**src/rtl/if_branch_stash_pkg.sv**
```systemverilog
// Shared branch-prediction types and constants, used by the stash and the predictor.
package if_branch_stash_pkg;

    localparam int          PC_W       = 32;
    localparam logic [31:0] INSTR_STEP = 32'd4;

    typedef struct packed {
        logic [PC_W-1:0] pc;
        logic [PC_W-1:0] target;
        logic            pred;
    } stash_entry_t;

    // 2-bit saturating counter encodings used by the GShare tables.
    typedef enum logic [1:0] {
        NTAKE       = 2'b00,
        TAKE        = 2'b01,
        NTAKE_NTAKE = 2'b10,
        TAKE_TAKE   = 2'b11
    } bp_cnt_e;

    // Fall-through PC of a branch; wraps modulo 2^32.
    function automatic logic [PC_W-1:0] next_seq_pc(input logic [PC_W-1:0] pc);
        return pc + INSTR_STEP;
    endfunction

endpackage

```
**src/rtl/if_branch_stash_fifo.sv**
```systemverilog
// Generic circular buffer of stash entries with push, pop and clear.
// A clear in the same cycle as a pop leaves the buffer empty at the popped position.
module if_branch_stash_fifo
    import if_branch_stash_pkg::*;
#(
    parameter int DEPTH = 4,
    parameter int PTR_W = 2
) (
    input  logic             clk,
    input  logic             reset,
    input  logic             push,
    input  stash_entry_t     push_data,
    input  logic             pop,
    input  logic             clear,
    output stash_entry_t     head_data,
    output logic             head_valid,
    output logic [PTR_W:0]   count
);

    stash_entry_t     mem [DEPTH];
    logic [DEPTH-1:0] valid;
    logic [PTR_W-1:0] head;
    logic [PTR_W-1:0] tail;
    logic [PTR_W-1:0] head_next;
    logic             wr;
    logic [PTR_W:0]   count_next;

    assign wr         = push && !clear;
    assign head_next  = pop ? head + PTR_W'(1) : head;
    assign count_next = count + {{PTR_W{1'b0}}, wr} - {{PTR_W{1'b0}}, pop};
    assign head_data  = mem[head];
    assign head_valid = valid[head];

    // Entry payload storage; not reset, qualified by the valid bits.
    always_ff @(posedge clk) begin
        if (wr) begin
            mem[tail] <= push_data;
        end
    end

    // Pointer, occupancy and per-entry valid tracking.
    always_ff @(posedge clk) begin
        if (reset) begin
            head  <= '0;
            tail  <= '0;
            count <= '0;
            valid <= '0;
        end else if (clear) begin
            head  <= head_next;
            tail  <= head_next;
            count <= '0;
            valid <= '0;
        end else begin
            head  <= head_next;
            count <= count_next;
            if (pop) begin
                valid[head] <= 1'b0;
            end
            if (wr) begin
                valid[tail] <= 1'b1;
                tail        <= tail + PTR_W'(1);
            end
        end
    end

endmodule

```
**src/rtl/if_branch_stash.sv**
```systemverilog
// In-order stash of in-flight conditional branches between IF and EX.
// Trains the predictor on every resolve and redirects fetch on a mispredict.
module if_branch_stash
    import if_branch_stash_pkg::*;
#(
    parameter int DEPTH = 4,
    parameter int PTR_W = 2
) (
    input  logic             clk,
    input  logic             reset,
    input  logic             push_valid,
    input  logic [31:0]      push_pc,
    input  logic [31:0]      push_target,
    input  logic             push_pred,
    output logic             full,
    input  logic             resolve_valid,
    input  logic             resolve_take,
    input  logic             flush,
    output logic             pc_jmp_feedback,
    output logic             pc_jmp_take,
    output logic [31:0]      pc_stash_base,
    output logic             redirect_valid,
    output logic [31:0]      redirect_pc,
    output logic [PTR_W:0]   count
);

    localparam logic [PTR_W:0] DEPTH_C = (PTR_W + 1)'(DEPTH);

    stash_entry_t push_entry;
    stash_entry_t head_entry;
    logic         head_valid;
    logic         push_ok;
    logic         resolve_ok;
    logic         mispredict;

    // full reflects start-of-cycle occupancy, so a push while full is dropped
    // even if a resolve frees a slot in the same cycle.
    assign full       = (count == DEPTH_C);
    assign push_ok    = push_valid && !full && !flush;
    assign resolve_ok = resolve_valid && (count != '0) && head_valid && !flush;
    assign mispredict = resolve_ok && (resolve_take != head_entry.pred);

    assign push_entry = '{pc: push_pc, target: push_target, pred: push_pred};

    if_branch_stash_fifo #(
        .DEPTH (DEPTH),
        .PTR_W (PTR_W)
    ) u_fifo (
        .clk        (clk),
        .reset      (reset),
        .push       (push_ok),
        .push_data  (push_entry),
        .pop        (resolve_ok),
        .clear      (flush || mispredict),
        .head_data  (head_entry),
        .head_valid (head_valid),
        .count      (count)
    );

    // Registered training and redirect strobes, one cycle after the resolve.
    always_ff @(posedge clk) begin
        if (reset) begin
            pc_jmp_feedback <= 1'b0;
            pc_jmp_take     <= 1'b0;
            pc_stash_base   <= '0;
            redirect_valid  <= 1'b0;
            redirect_pc     <= '0;
        end else begin
            pc_jmp_feedback <= resolve_ok;
            redirect_valid  <= mispredict;
            if (resolve_ok) begin
                pc_jmp_take   <= resolve_take;
                pc_stash_base <= head_entry.pc;
            end
            if (mispredict) begin
                redirect_pc <= resolve_take ? head_entry.target : next_seq_pc(head_entry.pc);
            end
        end
    end

endmodule

```
**config.mk**
```make
export PLATFORM = sky130hd
export DESIGN_NAME = if_branch_stash
export DESIGN_NICKNAME = d
export VERILOG_FILES = /design/src/rtl/if_branch_stash_pkg.sv /design/src/rtl/if_branch_stash_fifo.sv /design/src/rtl/if_branch_stash.sv
export SDC_FILE = /design/constraint.sdc
export NUM_CORES = 1
export LEC_CHECK = 0
export ABC_AREA = 1
export ABC_CLOCK_PERIOD_IN_PS = 6300
export BUFFER_PORTS_ARGS = -buffer_cell sky130_fd_sc_hd__buf_2
export CAP_MARGIN = 0
export CORE_MARGIN = 1.5
export CORE_UTILIZATION = 38
export CTS_BUF_LIST = sky130_fd_sc_hd__clkbuf_8
export CTS_CLUSTER_DIAMETER = 120
export DETAILED_ROUTE_END_ITERATION = 8
export PLACE_DENSITY = 0.6
export SETUP_SLACK_MARGIN = 0.05
export SYNTH_ARGS = -nofsm -noshare
export SYNTH_HDL_FRONTEND = slang
export SYNTH_SLANG_ARGS = --single-unit
```
**constraint.sdc**
```tcl
create_clock -name clk -period 6.3 [get_ports clk]
set_input_delay 0.315 -clock clk [delete_from_list [all_inputs] [get_ports clk]]
set_output_delay 0.315 -clock clk [all_outputs]
set_load 0.01 [all_outputs]
```
# [After elaboration in Yosys (flattened, before gate mapping)]
# Memories as Yosys holds them, arrays and structs flattened. A register that Yosys moved wholly into a read port is not among the register bits.
# Index checks and enable logic that the tools add are counted.
# W data, S select, Z words.
[classes] n_lt_le_gt_ge=4 eq_ne=2 n_addsub=5 n_reduce_logical=16 n_bitwise=3 n_mux=17
[op_table] operator="$add A32 B3 Y32 const B" count=1
[op_table] operator="$mux W32" count=1
[op_table] operator="$mux W4" count=4
[op_table] operator="$logic_and A1 B1 Y1" count=9
[op_table] operator="$mux W2" count=4
[op_table] operator="$lt A2 B3 Y1 const B" count=2
[op_table] operator="$mux W1" count=5
[op_table] operator="$add A2 B1 Y2 const B" count=2
[op_table] operator="$and A4 B4 Y4" count=1
[op_table] operator="$demux W1 S2" count=2
[op_table] operator="$ge A2 B1 Y1 const B" count=2
[op_table] operator="$not A4 Y4" count=1
[op_table] operator="$or A4 B4 Y4" count=1
[op_table] operator="$add A3 B1 Y3" count=1
[op_table] operator="$eq A3 B3 Y1 const B" count=1
[op_table] operator="$logic_not A1 Y1" count=3
[op_table] operator="$reduce_bool A3 Y1" count=1
[op_table] operator="$sub A3 B1 Y3" count=1
[op_table] operator="$bmux W1 S2" count=1
[op_table] operator="$reduce_bool A2 Y1" count=1
[op_table] operator="$reduce_or A2 Y1" count=1
[op_table] operator="$logic_or A1 B1 Y1" count=1
[op_table] operator="$ne A1 B1 Y1" count=1
[word_totals] ff_bits=78 memories=1 ramBits=260 word_cells=57 out_inout_bits=71 input_bits=71
[memory_table] name="u_fifo.mem" depth=4 word_bits=65 rd=1 rd_clocked_by_memory_dff=1 write_ports=1 line_no="if_branch_stash_fifo.sv:20" text="stash_entry_t mem [DEPTH];"

# [Depth between registers and ports, before layout]
# Gate-level depths: netlist of the first run.
[depth] ltp_word=11 mapped_depth=17 mapped_depth_nobuf=14

# [Hierarchy]
# A second synthesis of the first run with hierarchy kept.
[hier_totals] cells_unflattened=1370 hier_area_um2=14377.5
[by_module_without_submodules] mod="if_branch_stash_fifo" instances=1 cells_per_inst=850 area_each_um2=10976.8
[by_module_without_submodules] mod="if_branch_stash" instances=1 cells_per_inst=520 area_each_um2=3400.8

# [Worst setup path before layout of the first run]
# No wires, ideal clock.
[synth_path] path_kind="register to register" from="register u_fifo.head[0]" to="memory u_fifo.mem[0][0] (netlist name), enable pin" setup_ps=419 t_required_ps=5881 synth_period_minus_slack_ps=3161 stages_incl_launch_ff=11 slack_ps=3139 arrival_ps=2742 path_cell_list="dfxtp_1 > buf_6 > inv_4 > buf_8 > o211ai_1 > o21ai_1 > nand2_2 > nor2_1 > nor2_1 > nand2_1 > inv_1"
[synth_between] elab_chain_len=10
[synth_rtl] element="start: declaration" line_no="if_branch_stash_fifo.sv:22" text="logic [PTR_W-1:0] head;"
[synth_rtl] element="start signal: assignment" line_no="if_branch_stash_fifo.sv:49" text="head <= head_next;"
[synth_rtl] element="start signal: assignment" line_no="if_branch_stash_fifo.sv:54" text="head <= head_next;"
[synth_rtl] element="$bmux W1 S2" line_no="if_branch_stash_fifo.sv:32" text="assign head_valid = valid[head];"
[synth_rtl] element="$mux W1 (not written as such)" line_no="if_branch_stash_fifo.sv:32"
[synth_rtl] element="$logic_and A1 B1 Y1 (2 in a row)" line_no="if_branch_stash.sv:40" text="assign resolve_ok = resolve_valid && (count != '0) && head_valid && !flush;"
[synth_rtl] element="$logic_and A1 B1 Y1" line_no="if_branch_stash.sv:41" text="assign mispredict = resolve_ok && (resolve_take != head_entry.pred);"
[synth_rtl] element="$logic_or A1 B1 Y1" line_no="if_branch_stash.sv:54" text=".clear (flush || mispredict),"
[synth_rtl] element="$logic_not A1 Y1" line_no="if_branch_stash_fifo.sv:28" text="assign wr = push && !clear;"
[synth_rtl] element="$logic_and A1 B1 Y1" line_no="if_branch_stash_fifo.sv:28"
[synth_rtl] element="$mux W1" line_no="if_branch_stash_fifo.sv:36" text="if (wr) begin"
[synth_rtl] element="$mux W1 (not written as such)" line_no="if_branch_stash_fifo.sv:37" text="mem[tail] <= push_data;"
[synth_rtl] element="end: declaration" line_no="if_branch_stash_fifo.sv:20"
# Every way passes these cells. The select of a mux whose other input is x is not followed.

# [Worst setup path after layout of the first run]
[layout_path] from="register u_fifo.head[0]" to="memory u_fifo.mem[3][56] (netlist name), enable pin"
# The elaborated chain is that of the path after synthesis.

==> results.txt, run 1 <==
----------------------------------------------------
[Placed design]
  Post-detailed-placement half-perimeter wirelength ... ~25 mm
  Worst-case setup slack after placement ... approximately 2100 ps
  Placed Cells incl. Taps ... a little under 2000
  Count of buffers inserted at the top-level ports ... approximately 140
  Final weighted congestion in routability-driven placement ... 0.906

[Yosys]
  Syn avg cell area ... just over 10 µm²
  Post-synthesis net count ... ~1500
  Post-synthesis instance area ... 14200 µm²
  Proportion of synthesized chip area in sequential cells ... 0.659
  Gate count after technology mapping ... 1384
  Synthesis Warnings ... 0
  Number of unique standard cell types used by synthesis ... 35
  Flip-flop and latch count after synthesis ... 338

[Floorplanning]
  Floorplan Core Area ... approximately 37000 µm²
  Overall die area ... about 39000 µm²
  Initial cell density of the core ... 0.388
  Die X ... 196 µm
  Number of top-level pins ... roughly 140
  Height of the die ... between 150 and 200 µm
  Num rows ... 70

[Cells and area]
  Layout overhead on the synthesized area ... 19.1%
  Final cell count without fillers ... roughly 2100
  Fin nets ... 1671
  Commonest cells after routing, fill and taps aside ... sky130_fd_sc_hd__nand2_1 (349), sky130_fd_sc_hd__edfxtp_1 (260), sky130_fd_sc_hd__buf_2 (141)
  Share of final-layout standard cells stronger than drive strength 1 ... 0.165
  Number of diodes ... 0
  Fill cell instance count of the final layout ... approximately 3500
  Most frequent standard cell in the layout excluding fill and tap cells ... sky130_fd_sc_hd__nand2_1

[Setup path]
  Kind of capture point of the worst setup path ... register
  Required time reported for the critical path endpoint ... approximately 6600 ps
  Signal arrival time at the worst endpoint ... between 4000 and 5000 ps
  Reg2reg setup slack ... approximately 2100 ps
  Category of the worst setup path launch point ... register
  Number of cells traversed by the worst register-to-register path ... 9
  Reg-to-reg startpoint ... u_fifo.head[0]
  Type of the worst setup path ... reg -> reg
  Worst Path Max Fanout ... 83
  Crit Reg-Reg Endpoint ... u_fifo.mem[3][56]

[Global route]
  Remaining global-route overflow ... 0
  GRT Util Overall ... 0.204
  Initial antenna violation count ... 0
  Number of global-route vias before repair ... roughly 10000
  Pin count of the biggest net entering global routing ... 84
  Wire length of the first global-routing pass ... roughly 60 mm

[STA]
  Hold Fails Final Rpt ... 0
  Tcrit/Tclk final ... 0.666
  Shortest period the worst path allows ... 4200 ps
  Max-slew headroom at the worst pin ... 0.232
  Transition at the pin with the smallest max-transition slack ... ~1200 ps
  Unrepaired setup endpoints after global routing ... false
  Skew final ... 12.7 ps
  Setup TNS after final layout ... 0 ps
  Hold_ws ... 209 ps
  Setup violators final ... 0
  Highest clock rate ... 238 MHz
  PnR worst setup slack ... ~2100 ps
  Final Max Tran Viols ... 0

[Job]
  Max-cap check violation count ... 0

[Drt]
  Detailed router's first-iteration violation count ... 872
  Total DRC errors in the routed layout ... 0
  Average vias per placed instance ... slightly above 5
  Routed wire length ... between 30 and 40 mm
  WL per Instance ... about 19 µm
  Number of antenna-violating nets in the routed design ... 0
  Via count of the routed design ... 10694
  First-pass iteration count of the detailed router ... 5

[Power]
  Cell Pwr Density ... roughly 260 nW/µm²
  Leak Pwr ... 6.82 nW
  Largest vdd supply drop ... roughly 140 µV

[Clock network]
  Deepest level of the CTS H-tree ... 2
  Clock tree sinks ... 338
  TritonCTS clock tree ... built
  Root buffer cell ... sky130_fd_sc_hd__clkbuf_8
  Clock latency on the worst-skew pair ... roughly 610 ps
  Cts bufs inserted ... 54
  Register clock-pin slew on the reported worst setup and hold paths ... 60 ps
  Number of buffers inserted to repair setup after CTS ... 0
  CTS Buffer Depth ... 3

[Hold path]
  Min-Delay Endpoint ... u_fifo.tail[0]
  Cells on Worst Hold Path ... 6
  Worst Min Path Start ... flush
  Worst Hold Class ... in -> reg

[Status]
  Status ... completed

----------------------------------------------------
[synthesized netlist by cell type (all sizes together)]
library cell | instances | share of area
a21oi | 110 | 0.039
o221ai | 2 | 0.0012
a32oi | 1 | 0.00062
nand2 | 365 | 0.099
edfxtp | 260 | 0.55
o21a | 1 | 0.00053
clkinv | 2 | 0.00053
nor2 | 121 | 0.036
o22ai | 19 | 0.0084
a31oi | 15 | 0.0066
a221oi | 5 | 0.0031
ha | 11 | 0.0097
nand3 | 83 | 0.029
inv | 84 | 0.022
xor2 | 7 | 0.0043
o21ai | 132 | 0.046
fa | 1 | 0.0014
dfxtp | 78 | 0.11
or2 | 2 | 0.00088
buf | 43 | 0.019
mux2i | 2 | 0.0014
o211ai | 4 | 0.0021
and2 | 2 | 0.00088
nand4 | 2 | 0.00088
clkbuf | 32 | 0.0084
[flip-flops by register name (all words and copies together) (netlist names)]
signal,cells
pc_jmp_feedback,1
pc_jmp_take,1
pc_stash_base,32
redirect_pc,32
redirect_valid,1
u_fifo.count,3
u_fifo.head,2
u_fifo.mem,260
u_fifo.tail,2
u_fifo.valid,4
[metrics by stage]
| step | util | power (mW) | instance area (µm²) |
|---|---|---|---|
| finish | 0.462 | 4.45 | 17000 |
| global route | 0.462 | 4.60 | 17000 |
| CTS | 0.462 | 4.49 | 17000 |
| detailed placement | 0.416 | 2.68 | 15300 |
| global placement | 0.416 | 2.67 | 15300 |
| floorplan | - | 2.58 | 14200 |
[cell families (layout without fill, tap and decap cells)]
group                      Yosys count  after routing  share of synthesized area
buffers and inverters              161            410                     0.0504
muxes                                2              2                    0.00141
and+or+nand+nor                    575            575                      0.167
AOI/OAI and AO/OA                  289            289                      0.108
xor gates and xnor gates             7              7                    0.00431
adders and majority gates           12             12                     0.0111
DFF                                338            338                      0.659
[worst max-delay path by stage]
stage | startpoint | to
final | u_fifo.head[0] | u_fifo.mem[3][56]
after global routing | u_fifo.head[0] | u_fifo.mem[3][17]
after CTS | u_fifo.head[0] | u_fifo.mem[3][48]
after detailed placement | u_fifo.head[0] | u_fifo.mem[3][54]
after global placement | u_fifo.head[0] | u_fifo.mem[3][17]
after floorplan | u_fifo.head[0] | u_fifo.mem[0][0]
[power breakdown]
group,switching [mW],leakage [nW],total (mW),internal (mW)
Combinational,0.143,3.21,0.219,0.0768
Sequential,0.00833,2.99,2.44,2.43
Clock,0.863,0.615,1.79,0.926
[layer usage]
metal,part of all wire,vias to the layer above,track usage
li1,-,5172,-
met1,0.44,5106,0.279
met2,0.48,361,0.339
met3,0.067,55,0.0293
met4,0.018,0,0.0587
met5,0,-,0
[cell type report]
type,count,area (µm²),area share
flip-flops and latches,338,9370,0.553
multi-input cells,885,4140,0.244
repair buffers,223,1490,0.0877
clock buffers,57,785,0.0463
well taps,468,586,0.0345
inverters,86,325,0.0192
clock inverters,44,251,0.0148
[what timing repair did]
item | 4_1_cts | 5_1_grt
endpoints found under the hold margin | 267 | 0
setup endpoints to repair | 0 | 0
hold buffers | 66 | 0
resized for setup | 0 | 0
[critical path, cell delays in order, from the launching register on]
cell	delay [ps]
sky130_fd_sc_hd__dfxtp_4	930
sky130_fd_sc_hd__inv_4	500
sky130_fd_sc_hd__o211ai_1	310
sky130_fd_sc_hd__o21ai_1	110
sky130_fd_sc_hd__nand2_2	170
sky130_fd_sc_hd__nor2_2	80
sky130_fd_sc_hd__nor2_1	340
sky130_fd_sc_hd__nand2_1	170
sky130_fd_sc_hd__inv_2	860
sky130_fd_sc_hd__buf_4	380
No activity file was read; power rests on OpenSTA's default activity.
==> run 2, diff against run 1 <==
- ABC_CLOCK_PERIOD_IN_PS: 6300 -> 4400
- clock period: 6.3 -> 4.4 ns (I/O delays scaled with it)
==> results.txt, run 2 (same netlist as run 1, synthesis figures left out) <==
----------------------------------------------------
[Power]
  Logic pwr share ... 0.050 (about the same)
  Cell Pwr Density ... 378 nW/µm² (+44%)
  Part of the total power dissipated in the clock network ... 0.409 (+0.007)
  Leak Pwr ... 6.87 nW (+0.77%)
  Overall power after layout ... 6.46 mW (+45%)
  Largest vdd supply drop ... 218 µV (+53%)
  Switch share ... 0.230 (+0.00183)
  Power dissipated by switching net loads ... 1.48 mW (+46%)
  Int Power ... 4.97 mW (+45%)
  Sequential share of power ... 0.541 (-0.008)

[Clock network]
  Hold buffer count at CTS ... 66 (unchanged)
  Post-CTS Resized ... 0 (unchanged)
  Root buffer cell ... sky130_fd_sc_hd__clkbuf_8
  Deepest level of the CTS H-tree ... 2 (unchanged)
  CTS Buffer Depth ... 3 (unchanged)
  TritonCTS clock tree ... built
  Register clock-pin slew on the reported worst setup and hold paths ... 70 ps (about the same)
  Cts bufs inserted ... 55 (+1.9%)
  Clock tree sinks ... 338 (unchanged)
  Number of buffers inserted to repair setup after CTS ... 0 (unchanged)
  Clock latency on the worst-skew pair ... 620 ps (about the same)

[Floorplanning]
  Floorplan Core Area ... 36700 µm² (unchanged)
  Initial cell density of the core ... 0.388 (unchanged)
  Number of top-level pins ... 142 (unchanged)
  Overall die area ... 38600 µm² (unchanged)
  Height of the die ... 196 µm (unchanged)
  Num rows ... 70 (unchanged)
  Die X ... 196 µm (unchanged)

[Job]
  Max-cap check violation count ... 0 (unchanged)

[Placed design]
  Count of buffers inserted at the top-level ports ... 141 (unchanged)
  Placed inst area ... 15300 µm² (+0.61%)
  Post-detailed-placement half-perimeter wirelength ... 25.4 mm (+1.1%)
  Placed Cells incl. Taps ... 1938 (+0.21%)
  Final weighted congestion in routability-driven placement ... 0.908 (+0.28%)

[Setup path]
  Kind of capture point of the worst setup path ... register
  Type of the worst setup path ... reg -> reg
  Reg-to-reg startpoint ... u_fifo.head[1]
  Critical Path Max Stage Delay ... 870 ps (-60 ps)
  Cell family with the largest share of critical-path delay ... buffers and inverters
  Required time reported for the critical path endpoint ... 4740 ps (-1860 ps)
  Category of the worst setup path launch point ... register
  Worst Path Max Fanout ... 43 (-48%)
  Signal arrival time at the worst endpoint ... 3560 ps (-940 ps)
  Total buffers and inverters traversed by the critical path ... 3 (unchanged)
  Start point of the critical path ... u_fifo.head[1]
  Cells traversed along the worst timing path ... buf_4 -> o21ai_0 -> o21ai_1 -> nand2_2 -> nor2_2 -> nor2_1 -> nand2_1 -> inv_2 -> buf_12
  Slowest cell on the critical path ... sky130_fd_sc_hd__dfxtp_2

[Drt]
  Routed wire length ... 39.4 mm (+1.2%)
  First-pass iteration count of the detailed router ... 5 (unchanged)
  WL per Instance ... 18.7 µm (+0.91%)
  Average vias per placed instance ... 5.13 (+0.79%)
  Via count of the routed design ... 10809 (+1.1%)
  Total DRC errors in the routed layout ... 0 (unchanged)
  Number of antenna-violating nets in the routed design ... 0 (unchanged)
  Detailed router's first-iteration violation count ... 922 (+5.7%)

[Cells and area]
  Layout overhead on the synthesized area ... 20.1%
  Share of final-layout standard cells stronger than drive strength 1 ... 0.168 (+0.00306)
  Biggest registers after layout ... u_fifo.mem x260, pc_stash_base x32, redirect_pc x32
  Final standard cell area without fillers ... 17100 µm² (+0.84%)
  Flip-flop count of the largest register, all copies and words added ... 260 (unchanged)
  Most frequent standard cell in the layout excluding fill and tap cells ... sky130_fd_sc_hd__nand2_1
  Largest register by flop count ... u_fifo.mem
  Fill cell instance count of the final layout ... 3404 (-1.4%)
  Number of diodes ... 0 (unchanged)
  Commonest cells after routing, fill and taps aside ... sky130_fd_sc_hd__nand2_1 (349), sky130_fd_sc_hd__edfxtp_1 (260), sky130_fd_sc_hd__buf_2 (141)
  Final cell count without fillers ... 2107 (+0.29%)
  Fin nets ... 1676 (+0.30%)

[Global route]
  Wire length of the first global-routing pass ... 60.0 mm (about the same)
  Number of global-route vias before repair ... 10477 (+2.6%)
  Remaining global-route overflow ... 0 (unchanged)
  GRT Util Overall ... 0.204 (-0.000310)
  Initial antenna violation count ... 0 (unchanged)
  Pin count of the biggest net entering global routing ... 80 (-4.8%)

[STA]
  Setup TNS after final layout ... 0 ps (unchanged)
  Max-slew headroom at the worst pin ... 0.445 (+0.213)
  Skew final ... 32.3 ps (+19.5 ps)
  Highest clock rate ... 311 MHz (+31%)
  Shortest period the worst path allows ... 3210 ps (-985 ps)
  Hold Fails Final Rpt ... 0 (unchanged)
  Tcrit/Tclk final ... 0.730 (+0.0640)
  Transition at the pin with the smallest max-transition slack ... 833 ps (-318 ps)
  Setup violators final ... 0 (unchanged)
  Unrepaired setup endpoints after global routing ... false
  Final Max Tran Viols ... 0 (unchanged)

[Hold path]
  Worst Min Path Start ... resolve_take
  Worst Hold Class ... in -> reg

[Status]
  Status ... completed

----------------------------------------------------
## run 2: changes by cell type in the layout (fill, tap and decap cells not counted), sizes merged
cell,change
clkbuf,+6
clkinv,-3
bufinv,-1
inv,-1
clkinvlp,+1
buf,+4
## run 2: path summary, 6_finish.rpt
kind                            end  slack, ps  cells after the start
setup / recovery  u_fifo.mem[0][55]       1190                      9
hold / removal      redirect_pc[13]         50                      3
setup reg to reg  u_fifo.mem[0][55]       1190                      9
hold reg to reg     u_fifo.valid[3]        470                      2
## run 2: cell type report
class	instances	area [µm²]	share of cell area
clock inverter	40	219	0.0128
timing repair buffer	227	1580	0.0924
clock buffer	63	867	0.0507
tap	468	586	0.0343
inverter	86	325	0.0190
multi-input combinational	885	4140	0.242
sequential	338	9370	0.548
## run 2: through the flow
stage | setup WS, ps | util | hold WS (ps)
finish | 1190 | 0.466 | 49.5
detailed placement | 1200 | 0.418 | 437
global placement | 1230 | 0.418 | 437
floorplan | 1240 | - | 319
global route | 921 | 0.466 | 48.5
CTS | 1180 | 0.466 | 20.0
## run 2: layer usage
layer	wire length, µm	part of all wire	vias up	track usage
met3	2640	0.067	69	0.0344
met5	0	0	-	0
met2	18800	0.48	381	0.339
li1	-	-	5187	-
met4	1030	0.026	0	0.0698
met1	17000	0.43	5172	0.270
## run 2: power by group through the flow
stage	Clock [mW]	Combinational [mW]	Sequential [mW]
4_1_cts	2.69	0.321	3.49
3_5_place_dp	0	0.273	3.56
6_report	2.64	0.320	3.49
3_3_place_gp	0	0.271	3.56
5_1_grt	2.82	0.350	3.50
2_1_floorplan	0	0.133	3.56
## run 2: worst reg2reg max path, stage by stage, from the launching register on
cell,delay (ps)
sky130_fd_sc_hd__dfxtp_2,870
sky130_fd_sc_hd__buf_4,590
sky130_fd_sc_hd__o21ai_0,190
sky130_fd_sc_hd__o21ai_1,180
sky130_fd_sc_hd__nand2_2,150
sky130_fd_sc_hd__nor2_2,170
sky130_fd_sc_hd__nor2_1,130
sky130_fd_sc_hd__nand2_1,130
sky130_fd_sc_hd__inv_2,260
sky130_fd_sc_hd__buf_12,290
